**src/rtl/canny_pkg.sv**
```systemverilog
// Shared types and constants for the Canny frame sequencer and its address generator.
package canny_pkg;

  typedef enum logic [1:0] {
    IDLE,
    FETCH,
    DRAIN,
    DONE
  } seq_state_t;

  localparam int DEF_IMG_W = 512;
  localparam int DEF_IMG_H = 512;
  localparam int PIXEL_W   = 8;
  localparam int OUT_CNT_W = 20;

  function automatic int total_pixels(input int w, input int h);
    return w * h;
  endfunction

endpackage

```
**src/rtl/canny_raster_addr_gen.sv**
```systemverilog
// Raster-order read address generator: clears to 0, advances on each issued read,
// and parks on the last pixel of the frame instead of wrapping.
module canny_raster_addr_gen
  import canny_pkg::*;
#(
  parameter int TOTAL  = total_pixels(DEF_IMG_W, DEF_IMG_H),
  parameter int ADDR_W = 18
) (
  input  logic              clk,
  input  logic              rst,
  input  logic              en_i,
  input  logic              clr_i,
  output logic [ADDR_W-1:0] mem_addr_o,
  output logic              last_pixel_o
);

  localparam logic [ADDR_W-1:0] LAST_ADDR = ADDR_W'(TOTAL - 1);

  logic [ADDR_W-1:0] addr_q, addr_d;

  // NOTE: every signal written in always_comb gets a default first, so no latch is inferred.
  always_comb begin
    addr_d = addr_q;
    if (clr_i) begin
      addr_d = '0;
    end else if (en_i && !last_pixel_o) begin
      addr_d = addr_q + ADDR_W'(1);
    end
  end

  // NOTE: registers use <= so every flop samples pre-edge values regardless of block order.
  always_ff @(posedge clk) begin
    if (rst) begin
      addr_q <= '0;
    end else begin
      addr_q <= addr_d;
    end
  end

  assign mem_addr_o   = addr_q;
  assign last_pixel_o = (addr_q == LAST_ADDR);

endmodule

```
**src/rtl/canny_frame_sequencer.sv**
```systemverilog
// Frame sequencer feeding one raster-order frame into the Canny pipeline and counting results.
// Optional SEQ_PERF_CNT_EN adds the frame_cycles start-to-DONE cycle counter output.
module canny_frame_sequencer
  import canny_pkg::*;
#(
  parameter int IMG_W         = DEF_IMG_W,
  parameter int IMG_H         = DEF_IMG_H,
  parameter int EXP_OUT       = 254016,
  parameter int DRAIN_TIMEOUT = 4096,
  parameter int ADDR_W        = 18
) (
  input  logic                 clk,
  input  logic                 rst,
  input  logic                 start,
  input  logic                 stall,
  output logic                 mem_rd_en,
  output logic [ADDR_W-1:0]    mem_addr,
  input  logic [PIXEL_W-1:0]   mem_rdata,
  output logic [PIXEL_W-1:0]   pixel_out,
  output logic                 pixel_out_valid,
  input  logic                 result_valid,
  output logic                 busy,
  output logic                 frame_done,
  output logic                 timeout_err,
  output logic [OUT_CNT_W-1:0] out_count
`ifdef SEQ_PERF_CNT_EN
  ,
  output logic [31:0]          frame_cycles
`endif
);

  localparam int TOTAL  = total_pixels(IMG_W, IMG_H);
  localparam int IDLE_W = $clog2(DRAIN_TIMEOUT + 1);
  localparam logic [OUT_CNT_W-1:0] EXP_CNT    = OUT_CNT_W'(EXP_OUT);
  localparam logic [IDLE_W-1:0]    IDLE_LIMIT = IDLE_W'(DRAIN_TIMEOUT);

  seq_state_t state_q, state_d;
  logic last_pixel, start_acc, count_hit, idle_hit;
  logic [OUT_CNT_W-1:0] out_count_q, out_count_d;
  logic [IDLE_W-1:0] idle_q, idle_d;
  logic pixel_valid_q, frame_done_q, timeout_q;

  canny_raster_addr_gen #(
    .TOTAL (TOTAL),
    .ADDR_W(ADDR_W)
  ) u_addr_gen (
    .clk         (clk),
    .rst         (rst),
    .en_i        (mem_rd_en),
    .clr_i       (start_acc),
    .mem_addr_o  (mem_addr),
    .last_pixel_o(last_pixel)
  );

  always_ff @(posedge clk) begin
    if (rst) begin
      state_q <= IDLE;
    end else begin
      state_q <= state_d;
    end
  end

  always_comb begin
    out_count_d = out_count_q;
    if (start_acc) begin
      out_count_d = '0;
    end else if (result_valid && busy && (out_count_q != '1)) begin
      out_count_d = out_count_q + OUT_CNT_W'(1);
    end
    idle_d = '0;
    if ((state_q == DRAIN) && !result_valid) begin
      idle_d = idle_q + IDLE_W'(1);
    end
  end

  // Completion looks at the count including this cycle's beat, so DONE and the final count coincide.
  assign count_hit = (out_count_d >= EXP_CNT);
  assign idle_hit  = (idle_d == IDLE_LIMIT);

  always_comb begin
    state_d = state_q;
    unique case (state_q)
      IDLE, DONE: if (start) state_d = FETCH;
      FETCH:      if (mem_rd_en && last_pixel) state_d = DRAIN;
      DRAIN:      if (count_hit || idle_hit) state_d = DONE;
      default:    state_d = IDLE;
    endcase
  end

  always_comb begin
    mem_rd_en = (state_q == FETCH) && !stall;
    busy      = (state_q == FETCH) || (state_q == DRAIN);
    start_acc = start && ((state_q == IDLE) || (state_q == DONE));
  end

  always_ff @(posedge clk) begin
    if (rst) begin
      out_count_q   <= '0;
      idle_q        <= '0;
      pixel_valid_q <= 1'b0;
      frame_done_q  <= 1'b0;
      timeout_q     <= 1'b0;
    end else begin
      out_count_q   <= out_count_d;
      idle_q        <= idle_d;
      pixel_valid_q <= mem_rd_en;
      frame_done_q  <= (state_q == DRAIN) && count_hit;
      if (start_acc) begin
        timeout_q <= 1'b0;
      end else if ((state_q == DRAIN) && !count_hit && idle_hit) begin
        timeout_q <= 1'b1;
      end
    end
  end

  assign pixel_out_valid = pixel_valid_q;
  assign pixel_out       = pixel_valid_q ? mem_rdata : '0;
  assign frame_done      = frame_done_q;
  assign timeout_err     = timeout_q;
  assign out_count       = out_count_q;

`ifdef SEQ_PERF_CNT_EN
  logic [31:0] cycles_q;

  always_ff @(posedge clk) begin
    if (rst) begin
      cycles_q <= '0;
    end else if (start_acc) begin
      cycles_q <= '0;
    end else if (busy && (cycles_q != '1)) begin
      cycles_q <= cycles_q + 32'd1;
    end
  end

  assign frame_cycles = cycles_q;
`endif

endmodule

```
**config.mk**
```make
export PLATFORM = sky130hd
export DESIGN_NAME = canny_frame_sequencer
export DESIGN_NICKNAME = d
export VERILOG_FILES = /design/src/rtl/canny_pkg.sv /design/src/rtl/canny_raster_addr_gen.sv /design/src/rtl/canny_frame_sequencer.sv
export SDC_FILE = /design/constraint.sdc
export NUM_CORES = 1
export LEC_CHECK = 0
export ABC_AREA = 1
export CAP_MARGIN = 10
export CORE_MARGIN = 2
export CORE_UTILIZATION = 40
export DETAILED_ROUTE_END_ITERATION = 7
export PLACE_DENSITY = 0.67
export SETUP_SLACK_MARGIN = 0.02
export SKIP_LAST_GASP = 1
export SLEW_MARGIN = 20
export SYNTH_ARGS = -nofsm -noshare
export SYNTH_HDL_FRONTEND = slang
export SYNTH_SLANG_ARGS = --single-unit
```
**constraint.sdc**
```tcl
create_clock -name clk -period 3.7 [get_ports clk]
set_clock_uncertainty 0.15 [all_clocks]
set_input_delay 0.74 -clock clk [delete_from_list [all_inputs] [get_ports clk]]
set_output_delay 0.74 -clock clk [all_outputs]
set_load 0.005 [all_outputs]
```
Word level (Yosys, flattened, before mapping)
Cells that the tools add are included.
{ "op_classes": {"eq_ne": 9, "order_cmp": 1, "n_mux": 8, "n_addsub": 3, "n_reduce_logical": 21} }
{ "ops": {"columns": ["cell", "count"], "rows": [
  ["$mux 20", 2],
  ["$add 20x1->20 const B", 1],
  ["$ge 20x18->1 const B", 1],
  ["$ne 20x20->1 const B", 1],
  ["$add 18x1->18 const B", 1],
  ["$eq 18x18->1 const B", 1],
  ["$add 13x1->13 const B", 1],
  ["$eq 13x13->1 const B", 1],
  ["$mux 13", 1],
  ["$logic_and 1x1->1", 10],
  ["$mux 8", 1],
  ["$mux 2", 3],
  ["$ne 2x2->1 const B", 3],
  ["$pmux 2 s3", 1],
  ["$eq 2x2->1 const B", 2],
  ["$logic_not 1->1", 4],
  ["$reduce_or 2->1", 2],
  ["$logic_or 1x1->1", 3],
  ["$reduce_and 3->1", 1],
  ["$eq 2x1->1 const B", 1],
  ["$logic_not 2->1", 1]
]} }
{ "totals": {"regBits": 56, "output_inout_bits": 51} }

Longest topological paths before layout
{ "logic_depth": {"word_depth": 10, "ltp_mapped": 18} }

Hierarchy
From an unflattened synthesis, not the netlist that was laid out.
{ "hier_totals": {"cells_unflattened": 557, "area_unflattened_um2": 3553.4} }
{ "by_module_without_submodules": {"columns": ["module", "seq_area_each_um2", "area_each_um2", "instances", "cells_per_inst"], "rows": [
  ["canny_frame_sequencer", 760.7, 2473.6, 1, 386],
  ["canny_raster_addr_gen", 360.3, 1079.8, 1, 171]
]} }

Worst setup path after synthesis
No wires, ideal clock.
{ "synth_path": {"path_kind": "register to register", "start": "register state_q[0]", "end": "register state_q[0]", "arrival_ns": 1.996, "slack_ns": 1.439, "period_less_slack_ns": 2.261, "stages_incl_launch_ff": 17, "path_cell_list": "dfxtp_1 -> inv_1 -> ha_1 -> inv_1 -> nand2_1 -> inv_1 -> nand3_1 -> nor2_1 -> nand3_1 -> nand3_1 -> nand2_2 -> nor2_1 -> nand2_1 -> nand2_2 -> nand4_2 -> a21oi_1 -> nor2_1"} }
{ "synth_via": {"elab_chain_cells": 10, "elab_cells_between_ends": 24, "classes_between": "order compare: 1; eq/ne: 7; mux: 4; reduce/logical: 12"} }
{ "synth_rtl": {"columns": ["element", "line_no", "source"], "rows": [
  ["start: declaration", "canny_frame_sequencer.sv:37", "seq_state_t state_q, state_d;"],
  ["start signal: assignment", "canny_frame_sequencer.sv:59", "state_q <= state_d;"],
  ["$eq 2x1->1 / $eq 2x2->1 (equally long branches)", "canny_frame_sequencer.sv:92", "busy = (state_q == FETCH) || (state_q == DRAIN);"],
  ["$logic_or 1x1->1 *", "canny_frame_sequencer.sv:92", null],
  ["named net busy", "canny_frame_sequencer.sv:22", "output logic busy,"],
  ["$logic_and 1x1->1 * (2 in a row)", "canny_frame_sequencer.sv:67", "end else if (result_valid && busy && (out_count_q != '1)) begin"],
  ["$mux 20 *", "canny_frame_sequencer.sv:67", null],
  ["$mux 20 *", "canny_frame_sequencer.sv:65", "if (start_acc) begin"],
  ["$ge 20x18->1 *", "canny_frame_sequencer.sv:77", "assign count_hit = (out_count_d >= EXP_CNT);"],
  ["$logic_or 1x1->1 *", "canny_frame_sequencer.sv:85", "DRAIN: if (count_hit || idle_hit) state_d = DONE;"],
  ["$ne 2x2->1 (no source line) *", null, null],
  ["$reduce_and 3->1 (no source line) *", null, null]
]} }
The timed path passes the listed nets; every way through them passes the cells marked *.
A chain may end at the register's enable or synchronous reset.

Final worst setup path
{ "layout_path": {"start": "input port stall", "end": "output port mem_rd_en"} }
{ "layout_via": {"elab_chain_cells": 2} }
{ "layout_rtl": {"columns": ["element", "line_no", "source"], "rows": [
  ["start: declaration", "canny_frame_sequencer.sv:15", "input logic stall,"],
  ["$logic_not 1->1", "canny_frame_sequencer.sv:91", "mem_rd_en = (state_q == FETCH) && !stall;"],
  ["$logic_and 1x1->1", "canny_frame_sequencer.sv:91", null],
  ["end: declaration", "canny_frame_sequencer.sv:16", "output logic mem_rd_en,"]
]} }
Every way passes these cells.

==> results.cfg <==
[global_route]
grt_max_degree = 30
gr-total-overflow = 0
antenna_found_initial = 0
grtUsageTotal_pct = 19.5
grt_first_pass_wirelength_um = 14100
grt_pass1_vias = 3172

[cells_and_area]
final_cell_area_um2 = 4090
layout-drive-gt1-share_pct = 9.30
ff_latch_area_um2 = 1120
fill_cells = 833
multiInputGateArea_um2 = 1840
antennaDiodeCount = 0
nets = 577
area_growth_pct = 24.9

[place]
dp_worst_setup_slack_ns = 0.787
portBuffers = 63
dpl-instance-area_um2 = 4010
place_congestion = 0.895
detailed_place_hpwl_um = 6110

[detailed_routing]
first_iter_violations = 130
ant_nets = 0
wl_per_cell_um = 12.1
route.detailed.drc = 0
drtPass1Iterations = 4
drt_wl_total_um = 8060
num_vias = 3290
viasPerCell = 4.95

[sta]
period_minus_slack_ns = 2.76
maxSlewViolCount = 0
finalCritPeriodShare_pct = 74.7
setup_viol = 0
tns_ns = 0
finalWorstSetupSlack_ns = 0.938
relSlewSlack_pct = 67.4
rsz0062_at_grt = false
tightestPinTransition_ns = 0.486
fmax_ghz = 0.362
finalHoldViolations = 0

[synth]
yosysTopAreaCellShare_pct = 34.2
ys.flop_type = dfxtp_1
syn_inst = 492
synth_edf_count = 0
ys_types = 40
postSynthAreaPerCell_um2 = 6.66
synthArstFlopShare_pct = 0
ys_seq_area_share_pct = 34.2
ys_top_cells_by_area = dfxtp_1, nand2_1, nor2_1, inv_1, nand3_1
synth_warnings = 0
ys_seq_elements = 56
ys_top_cells_by_count = nand2_1, nor2_1, inv_1
synth_area_um2 = 3280
syn-num-nets = 511
yosysTopAreaCell = dfxtp_1
yosysMostFrequentCell = nand2_1

[job]
max-cap-violations = 0

[outcome]
status = finished clean

[clocking]
clk_latency_ns = 0.32
post_cts.repair.setup_buffers = 0
post_cts_resized = 0
clk_pin_slew_ns = 0.11
htreeDepth = 2
cts_buffers = 5
postCtsHoldBufs = 0
cts_buffer_depth = 2
cts_num_sinks = 56
cts_tree = yes
ctsRootBufferMaster = clkbuf_8

[setup_path]
r2r-end = state_q[0]
cp.required_ns = 2.81
critPathArrivalTime_ns = 1.87
startpoint_type = primary input
r2r-start = out_count[1]
cp_max_fo = 2
cp-end-kind = output pin
criticalPathCategory = in -> out
reg2regPathDepth = 16
ff2ff_setup_slack_ns = 1.14

[die]
rows = 33
die_h_um = 94.5
coreArea_um2 = 8090
num_io_pins = 64
die_x_um = 94.5
die-area_um2 = 8930
start_util_pct = 40.5

[hold_path]
hold_path_depth = 1
min_to = idle_q[0]
hold_path.class = reg -> reg
hold_start = idle_q[0]

[power_and_ir_drop]
finalPower_w = 0.00155
p_leak_nw = 1.55
powerDensity_nw_per_um2 = 378
ir_drop_v = 0.000184
[worst max-delay path: stages]
cell	delay, ns
clkdlybuf4s50_1	0.42
inv_1	0.06
nand2_1	0.06
inv_1	0.09
clkdlybuf4s50_1	0.51
[flip-flops by register name (all words and copies together), names as in the netlist]
register / flops
u_addr_gen.mem_addr_o: 18
idle_q: 13
pixel_out_valid: 1
out_count: 20
frame_done: 1
timeout_err: 1
state_q: 2
[through the flow]
step           hold slack, ns  instances  util (%)
2_1_floorplan           0.299        492         -
3_3_place_gp            0.324        656      49.5
3_5_place_dp            0.323        656      49.5
4_1_cts                 0.340        664      50.6
5_1_grt                 0.378        664      50.6
6_report                0.336        664      50.6
[layer usage]
metal / vias to the layer above / global-route usage, % / wire, um
li1: 1718 / - / -
met1: 1458 / 25.0 / 3660
met2: 103 / 33.0 / 3760
met3: 11 / 4.31 / 528
met4: 0 / 5.43 / 122
met5: - / 0 / 0
[placed cells by master, fill, tap and decap left out, drive strengths merged]
| cell type | instances |
|---|---|
| ha | 6 |
| o21a | 1 |
| nand3b | 2 |
| clkinv | 2 |
| nor2 | 81 |
| o211ai | 1 |
| nand2 | 131 |
| o21bai | 4 |
| xor2 | 4 |
| clkdlybuf4s50 | 63 |
| and2 | 1 |
| xnor2 | 2 |
| inv | 64 |
| o21ai | 26 |
| nor4 | 1 |
| nor3 | 14 |
| clkbuf | 6 |
| clkinvlp | 1 |
| dfxtp | 56 |
| buf | 5 |
| nand3 | 41 |
| or2 | 4 |
| a31oi | 1 |
| a21oi | 22 |
| nand4 | 15 |
| a211oi | 5 |
[power breakdown]
part	switching (W)	total, W	leakage (nW)	internal [W]
Combinational	0.000296	0.000511	1.05	0.000215
Clock	0.000207	0.000343	0.0414	0.000135
Sequential	0.0000545	0.000696	0.452	0.000641
[final cells by class]
cell class	instances	share of cell area, %
Clock buffer	6	1.77
Clock inverter	2	0.397
Inverter	65	5.96
Multi-Input combinational cell	362	45.0
Sequential cell	56	27.4
Tap cell	105	3.21
Timing Repair Buffer	68	16.3
[kinds of logic after synthesis]
family          share of synthesized area [%]
compound gates                           10.5
buf+inv                                  9.62
simple gates                             41.8
fa+ha+maj                                2.29
flops                                    34.2
xor+xnor                                 1.60
[worst max path at each step]
stage / from / endpoint
after global routing: state_q[0] / state_q[0]
after floorplan: state_q[0] / state_q[0]
final: stall / mem_rd_en
after CTS: stall / mem_rd_en
after detailed placement: result_valid / state_q[1]
after global placement: result_valid / state_q[0]
(Power assumes the default switching activity.)
